--- src/rtl/lcd_hex_display.sv ---
// HD44780 4-bit driver: power-on init by instruction, then shows value
// as one hex digit at DDRAM 0 and rewrites it whenever value changes.
module lcd_hex_display #(
  parameter int T_POWERUP = 2_000_000,
  parameter int T_INIT1   = 500_000,
  parameter int T_INIT2   = 20_000,
  parameter int T_E_SETUP = 4,
  parameter int T_E_HIGH  = 25,
  parameter int T_NIBBLE  = 100,
  parameter int T_CMD     = 5_000,
  parameter int T_CLEAR   = 200_000,
  parameter int DLY_W     = 21
) (
  input  logic       clk,
  input  logic       rst_n,
  input  logic [3:0] value,
  output logic       ready,
  output logic       done,
  output logic       lcd_rs,
  output logic       lcd_rw,
  output logic       lcd_e,
  output logic [3:0] lcd_d
);

  typedef enum logic [2:0] {
    PWR_WAIT, INIT_NIB, INIT_CMD, IDLE, WRITE, FINISH
  } state_t;

  typedef enum logic [1:0] {
    PH_SETUP, PH_HIGH, PH_HOLD, PH_WAIT
  } phase_t;

  localparam logic [DLY_W-1:0] D_PWR   = DLY_W'(T_POWERUP - 2);
  localparam logic [DLY_W-1:0] D_INIT1 = DLY_W'(T_INIT1 - 1);
  localparam logic [DLY_W-1:0] D_INIT2 = DLY_W'(T_INIT2 - 1);
  localparam logic [DLY_W-1:0] D_SETUP = DLY_W'(T_E_SETUP - 1);
  localparam logic [DLY_W-1:0] D_HIGH  = DLY_W'(T_E_HIGH - 1);
  localparam logic [DLY_W-1:0] D_NIB   = DLY_W'(T_NIBBLE - 1);
  localparam logic [DLY_W-1:0] D_CMD   = DLY_W'(T_CMD - 1);
  localparam logic [DLY_W-1:0] D_CLEAR = DLY_W'(T_CLEAR - 1);

  state_t           state, state_nx;
  phase_t           phase, phase_nx;
  logic [2:0]       idx, idx_nx;
  logic [DLY_W-1:0] dly, dly_nx;
  logic [3:0]       shown, shown_nx;
  logic             pend, pend_nx;
  logic             e_nx, rs_nx;
  logic [3:0]       d_nx;
  logic             byte_end, last_nib;
  logic [DLY_W-1:0] wait_dly;

  function automatic logic [7:0] hex_ascii(input logic [3:0] v);
    return (v < 4'd10) ? 8'h30 + {4'h0, v} : 8'h37 + {4'h0, v};
  endfunction

  // Init nibbles reuse the byte path with both halves equal.
  function automatic logic [4:0] nib_of(
    input state_t     s,
    input logic [2:0] i,
    input logic [3:0] v
  );
    logic [7:0] b;
    logic       rs;
    b  = 8'h00;
    rs = 1'b0;
    case (s)
      INIT_NIB: b = (i == 3'd3) ? 8'h22 : 8'h33;
      INIT_CMD: begin
        case (i[2:1])
          2'd0:    b = 8'h28;
          2'd1:    b = 8'h0C;
          2'd2:    b = 8'h01;
          default: b = 8'h06;
        endcase
      end
      WRITE: begin
        rs = i[1];
        b  = i[1] ? hex_ascii(v) : 8'h80;
      end
      default: ;
    endcase
    return {rs, i[0] ? b[3:0] : b[7:4]};
  endfunction

  always_ff @(posedge clk or negedge rst_n) begin
    if (!rst_n) begin
      state  <= PWR_WAIT;
      phase  <= PH_SETUP;
      idx    <= '0;
      dly    <= '0;
      shown  <= '0;
      pend   <= 1'b1;
      lcd_e  <= 1'b0;
      lcd_rs <= 1'b0;
      lcd_d  <= '0;
    end else begin
      state  <= state_nx;
      phase  <= phase_nx;
      idx    <= idx_nx;
      dly    <= dly_nx;
      shown  <= shown_nx;
      pend   <= pend_nx;
      lcd_e  <= e_nx;
      lcd_rs <= rs_nx;
      lcd_d  <= d_nx;
    end
  end

  always_comb begin
    state_nx = state;
    phase_nx = phase;
    idx_nx   = idx;
    dly_nx   = dly;
    shown_nx = shown;
    pend_nx  = pend;
    e_nx     = lcd_e;
    rs_nx    = lcd_rs;
    d_nx     = lcd_d;
    byte_end = (state == INIT_NIB) || idx[0];
    last_nib = (state == INIT_CMD) ? (idx == 3'd7) : (idx == 3'd3);
    wait_dly = D_CMD;
    unique case (1'b1)
      state == INIT_NIB && idx == 3'd0:    wait_dly = D_INIT1;
      state == INIT_NIB && idx inside {3'd1, 3'd2}:
        wait_dly = D_INIT2;
      state == INIT_CMD && idx[2:1] == 2'd2: wait_dly = D_CLEAR;
      default: ;
    endcase
    case (state)
      PWR_WAIT: begin
        if (phase != PH_WAIT) begin
          phase_nx = PH_WAIT;
          dly_nx   = D_PWR;
        end else if (dly == '0) begin
          state_nx = INIT_NIB;
          phase_nx = PH_SETUP;
          idx_nx   = '0;
          dly_nx   = D_SETUP;
        end else begin
          dly_nx = dly - DLY_W'(1);
        end
      end
      IDLE: begin
        if (pend || value != shown) begin
          shown_nx = value;
          pend_nx  = 1'b0;
          state_nx = WRITE;
          phase_nx = PH_SETUP;
          idx_nx   = '0;
          dly_nx   = D_SETUP;
        end
      end
      FINISH: state_nx = IDLE;
      default: begin
        if (dly != '0) begin
          dly_nx = dly - DLY_W'(1);
        end else begin
          unique case (phase)
            PH_SETUP: begin
              phase_nx = PH_HIGH;
              dly_nx   = D_HIGH;
              e_nx     = 1'b1;
            end
            PH_HIGH: begin
              phase_nx = PH_HOLD;
              dly_nx   = D_NIB;
              e_nx     = 1'b0;
            end
            PH_HOLD: begin
              if (byte_end) begin
                phase_nx = PH_WAIT;
                dly_nx   = wait_dly;
              end else begin
                idx_nx   = idx + 3'd1;
                phase_nx = PH_SETUP;
                dly_nx   = D_SETUP;
              end
            end
            PH_WAIT: begin
              phase_nx = PH_SETUP;
              dly_nx   = D_SETUP;
              idx_nx   = idx + 3'd1;
              if (last_nib) begin
                idx_nx = '0;
                case (state)
                  INIT_NIB: state_nx = INIT_CMD;
                  INIT_CMD: state_nx = IDLE;
                  default:  state_nx = FINISH;
                endcase
              end
            end
          endcase
        end
      end
    endcase
    // RS/D must be valid from the first setup cycle of every nibble.
    if (phase_nx == PH_SETUP &&
        state_nx inside {INIT_NIB, INIT_CMD, WRITE})
      {rs_nx, d_nx} = nib_of(state_nx, idx_nx, shown_nx);
  end

  assign ready  = (state == IDLE);
  assign done   = (state == FINISH);
  assign lcd_rw = 1'b0;

endmodule

--- config.mk ---
export PLATFORM = sky130hd
export DESIGN_NAME = lcd_hex_display
export DESIGN_NICKNAME = d
export VERILOG_FILES = /design/src/rtl/lcd_hex_display.sv
export SDC_FILE = /design/constraint.sdc
export NUM_CORES = 1
export LEC_CHECK = 0
export CAP_MARGIN = 25
export CORE_UTILIZATION = 25
export DETAILED_ROUTE_END_ITERATION = 8
export HOLD_SLACK_MARGIN = 0.08
export SYNTH_ARGS = -nofsm -noshare
export SYNTH_HDL_FRONTEND = slang
export SYNTH_SLANG_ARGS = --single-unit
--- constraint.sdc ---
create_clock -name clk -period 3.3 [get_ports clk]
set_input_delay 0.495 -clock clk [delete_from_list [all_inputs] [get_ports clk]]
set_output_delay 0.495 -clock clk [all_outputs]
set_load 0.005 [all_outputs]
==> results.ini <==
[status]
outcome = complete, no violations

[die]
design.core.area_um2 = 11420
die_h_um = 110.3
rows = 39
initial_core_util = 0.2566
design.portCount = 15
die_area_um2 = 12160
die_w_um = 110.3

[global_route]
grt_pass1_wl_um = 14230
first_global_vias = 2859
gr-total-overflow = 0
grt-busiest-layer = met2
grt_use_met1 = 0.2028
grt_max_degree = 41
grtUsageMet2 = 0.2431
antenna_found_initial = 0
track_usage = 0.1489
use_met3 = 0.02234

[synth]
syn_avg_cell_area_um2 = 7.856
async_flop_share = 1.000
syn_area_um2 = 2930
synth_edf_count = 0
ys.flop_type = dfrtp_1
synth.distinct_cells = 63
yosys_warnings = 0
syn_inst = 373
ys_seq_area_frac = 0.3420
synth_fp_nets = 384
ys_ff_latch = 40

[final_layout]
multi_input_area_um2 = 1802
final_area_um2 = 3551
stdcell_count = 544
register_area_um2 = 1002
fillers = 1232
final_cell_mix = o21ai_0, dfrtp_1, a21oi_1
drive_gt1_frac = 0.1297
area_growth_pct = 21.18
utilization = 0.3110
diodes = 0
mostFrequentLayoutCell = o21ai_0
final_nets = 411

[clocking]
post_cts_buffers = 0
clock_path_buffers = 2
clk_pin_slew_ns = 0.06
cts_tree = done
clock_latency_ns = 0.28
clock_sinks = 40
cts.htree.levels = 2
holdBufCountCts = 0
numCtsBuffers = 5
cts_root_buffer = clkbuf_16

[sta]
timing.fmax_ghz = 0.3225
hold_violations = 0
slew_violations = 0
fin_skew_ns = 0.003939
hold_ws_ns = 0.3524
setup_viol_count_final = 0
timing.slew.headroom = 0.3778
timing.final.crit_share = 0.9396
tightest_slew_ns = 0.9333
min_period_ns = 3.101

[run]
cap_violations = 0

[drt]
drc_errors = 0
vias = 2924
dr.pass1.iters = 5
ant_nets = 0
post_drt_wl_per_cell_um = 15.55
drt_iter0_markers = 240
viasPerCell = 5.375
routed_wirelength_um = 8459

[setup_path]
slowest_delay_ns = 0.50
ff2ff_path_depth = 9
path_class = flop to flop
cp_max_fo = 5
arrival_ns = 3.27
worst-r2r-setup-slack_ns = 0.20
path_cells = inv_1, ha_2, or3b_4, nor4b_4, a2111oi_2, a211o_1, or4_4, or4_1, a2bb2oi_1
cp-end-kind = flop
required_ns = 3.47
worst_setup_path_start_kind = flop
timing.rr.start = dly[0]
crit_slowest_cell = or4_4
r2r_end = lcd_d[1]
startpoint = dly[0]

[power]
p_clk_frac = 0.153
power_switching_w = 0.001516
seqPwrFrac = 0.253
comb_power_share = 0.593
swShare = 0.4688
leakage_nw = 1.508
internal-power_w = 0.001718
powerDensity_nw_per_um2 = 910.8
irDropWorstVdd_mv = 0.4949

[place]
dp_cells = 537
placed_area_um2 = 3363
port_buffers = 13
hpwl_um = 6417
gp_congestion = 0.8920

[worst_hold_path]
min_path_type = primary input to asynchronous set/reset pin

final cells by class:
class	instances	share of cell area
flip-flops and latches	40	0.2822
inverters	22	0.02326
multi-input cells	290	0.5074
repair buffers	41	0.09443
clock inverters	1	0.002114
well taps	143	0.05039
clock buffers	7	0.04017
state kept, by name (all words and copies together) (netlist names), 2 cells and up:
register	cells
dly	21
idx	3
lcd_d	4
phase	2
shown	4
state	3
power groups by stage:
stage | clock network, W | registers [W] | logic [W]
floorplan | 0 | 0.000773 | 0.00130
global placement | 0 | 0.000813 | 0.00183
detailed placement | 0 | 0.000820 | 0.00186
CTS | 0.000515 | 0.000813 | 0.00188
global route | 0.000523 | 0.000844 | 0.00216
finish | 0.000496 | 0.000819 | 0.00192
how the worst max path moves through the flow:
stage	endpoint	slack, ns	cells past startpoint
after global routing	lcd_d[1]	-0.07	12
after detailed placement	lcd_d[1]	-0.08	10
final	lcd_d[1]	0.20	9
after floorplan	lcd_d[1]	0.01	10
after CTS	lcd_d[1]	0.03	8
after global placement	lcd_d[3]	-0.02	12
Yosys cell counts, drive strengths merged (6+ instances only):
cell     n  area [um2]
nand2   31       116.4
nor3    18       90.09
and2     6       37.54
nand2b   6       37.54
o21ai   44       220.2
inv     22       82.58
dfrtp   39       975.9
a31oi   10       62.56
nand3    6       30.03
nor2    32       120.1
clkbuf  18       67.56
mux2i    7       70.07
a21oi   33       165.2
per-layer routing:
metal | vias up | wire, um | share of wire
li1 | 1420 | - | -
met1 | 1402 | 4034 | 0.48
met2 | 89 | 3987 | 0.47
met3 | 13 | 313 | 0.037
met4 | 0 | 123 | 0.015
met5 | - | 0 | 0
cell families after synthesis:
group,Yosys count,share of synthesized area
AO/OA/AOI/OAI,134,0.2852
XOR/XNOR,8,0.02391
adder cells (fa/ha/maj),5,0.02135
buffers and inverters,43,0.05722
flip-flops,40,0.3420
multiplexers,8,0.02775
other,1,0.001280
AND/OR/NAND/NOR,134,0.2412
what timing repair did:
action	in CTS	in global routing
gates resized for setup	2	9
endpoints found under the hold margin	0	0
endpoints found under the setup margin	2	3
pin swaps	0	1
worst max-delay path, delay by kind of cell, from the launching register on:
kind / cells / cell delay [ns]
AO/OA/AOI/OAI: 3 / 0.64
AND/OR/NAND/NOR: 4 / 1.69
flip-flops: 1 / 0.38
buffers and inverters: 1 / 0.09
adder cells (fa/ha/maj): 1 / 0.19
per-stage QoR:
step / setup TNS [ns] / total power [W] / setup slack, ns
3_3_place_gp: -0.01782 / 0.002641 / -0.01782
4_1_cts: 0 / 0.003203 / 0.03218
3_5_place_dp: -0.1219 / 0.002682 / -0.07562
5_1_grt: -0.06976 / 0.003528 / -0.06976
6_report: 0 / 0.003234 / 0.1993
2_1_floorplan: 0 / 0.002074 / 0.01052
Power figures use the tool's default switching activity.
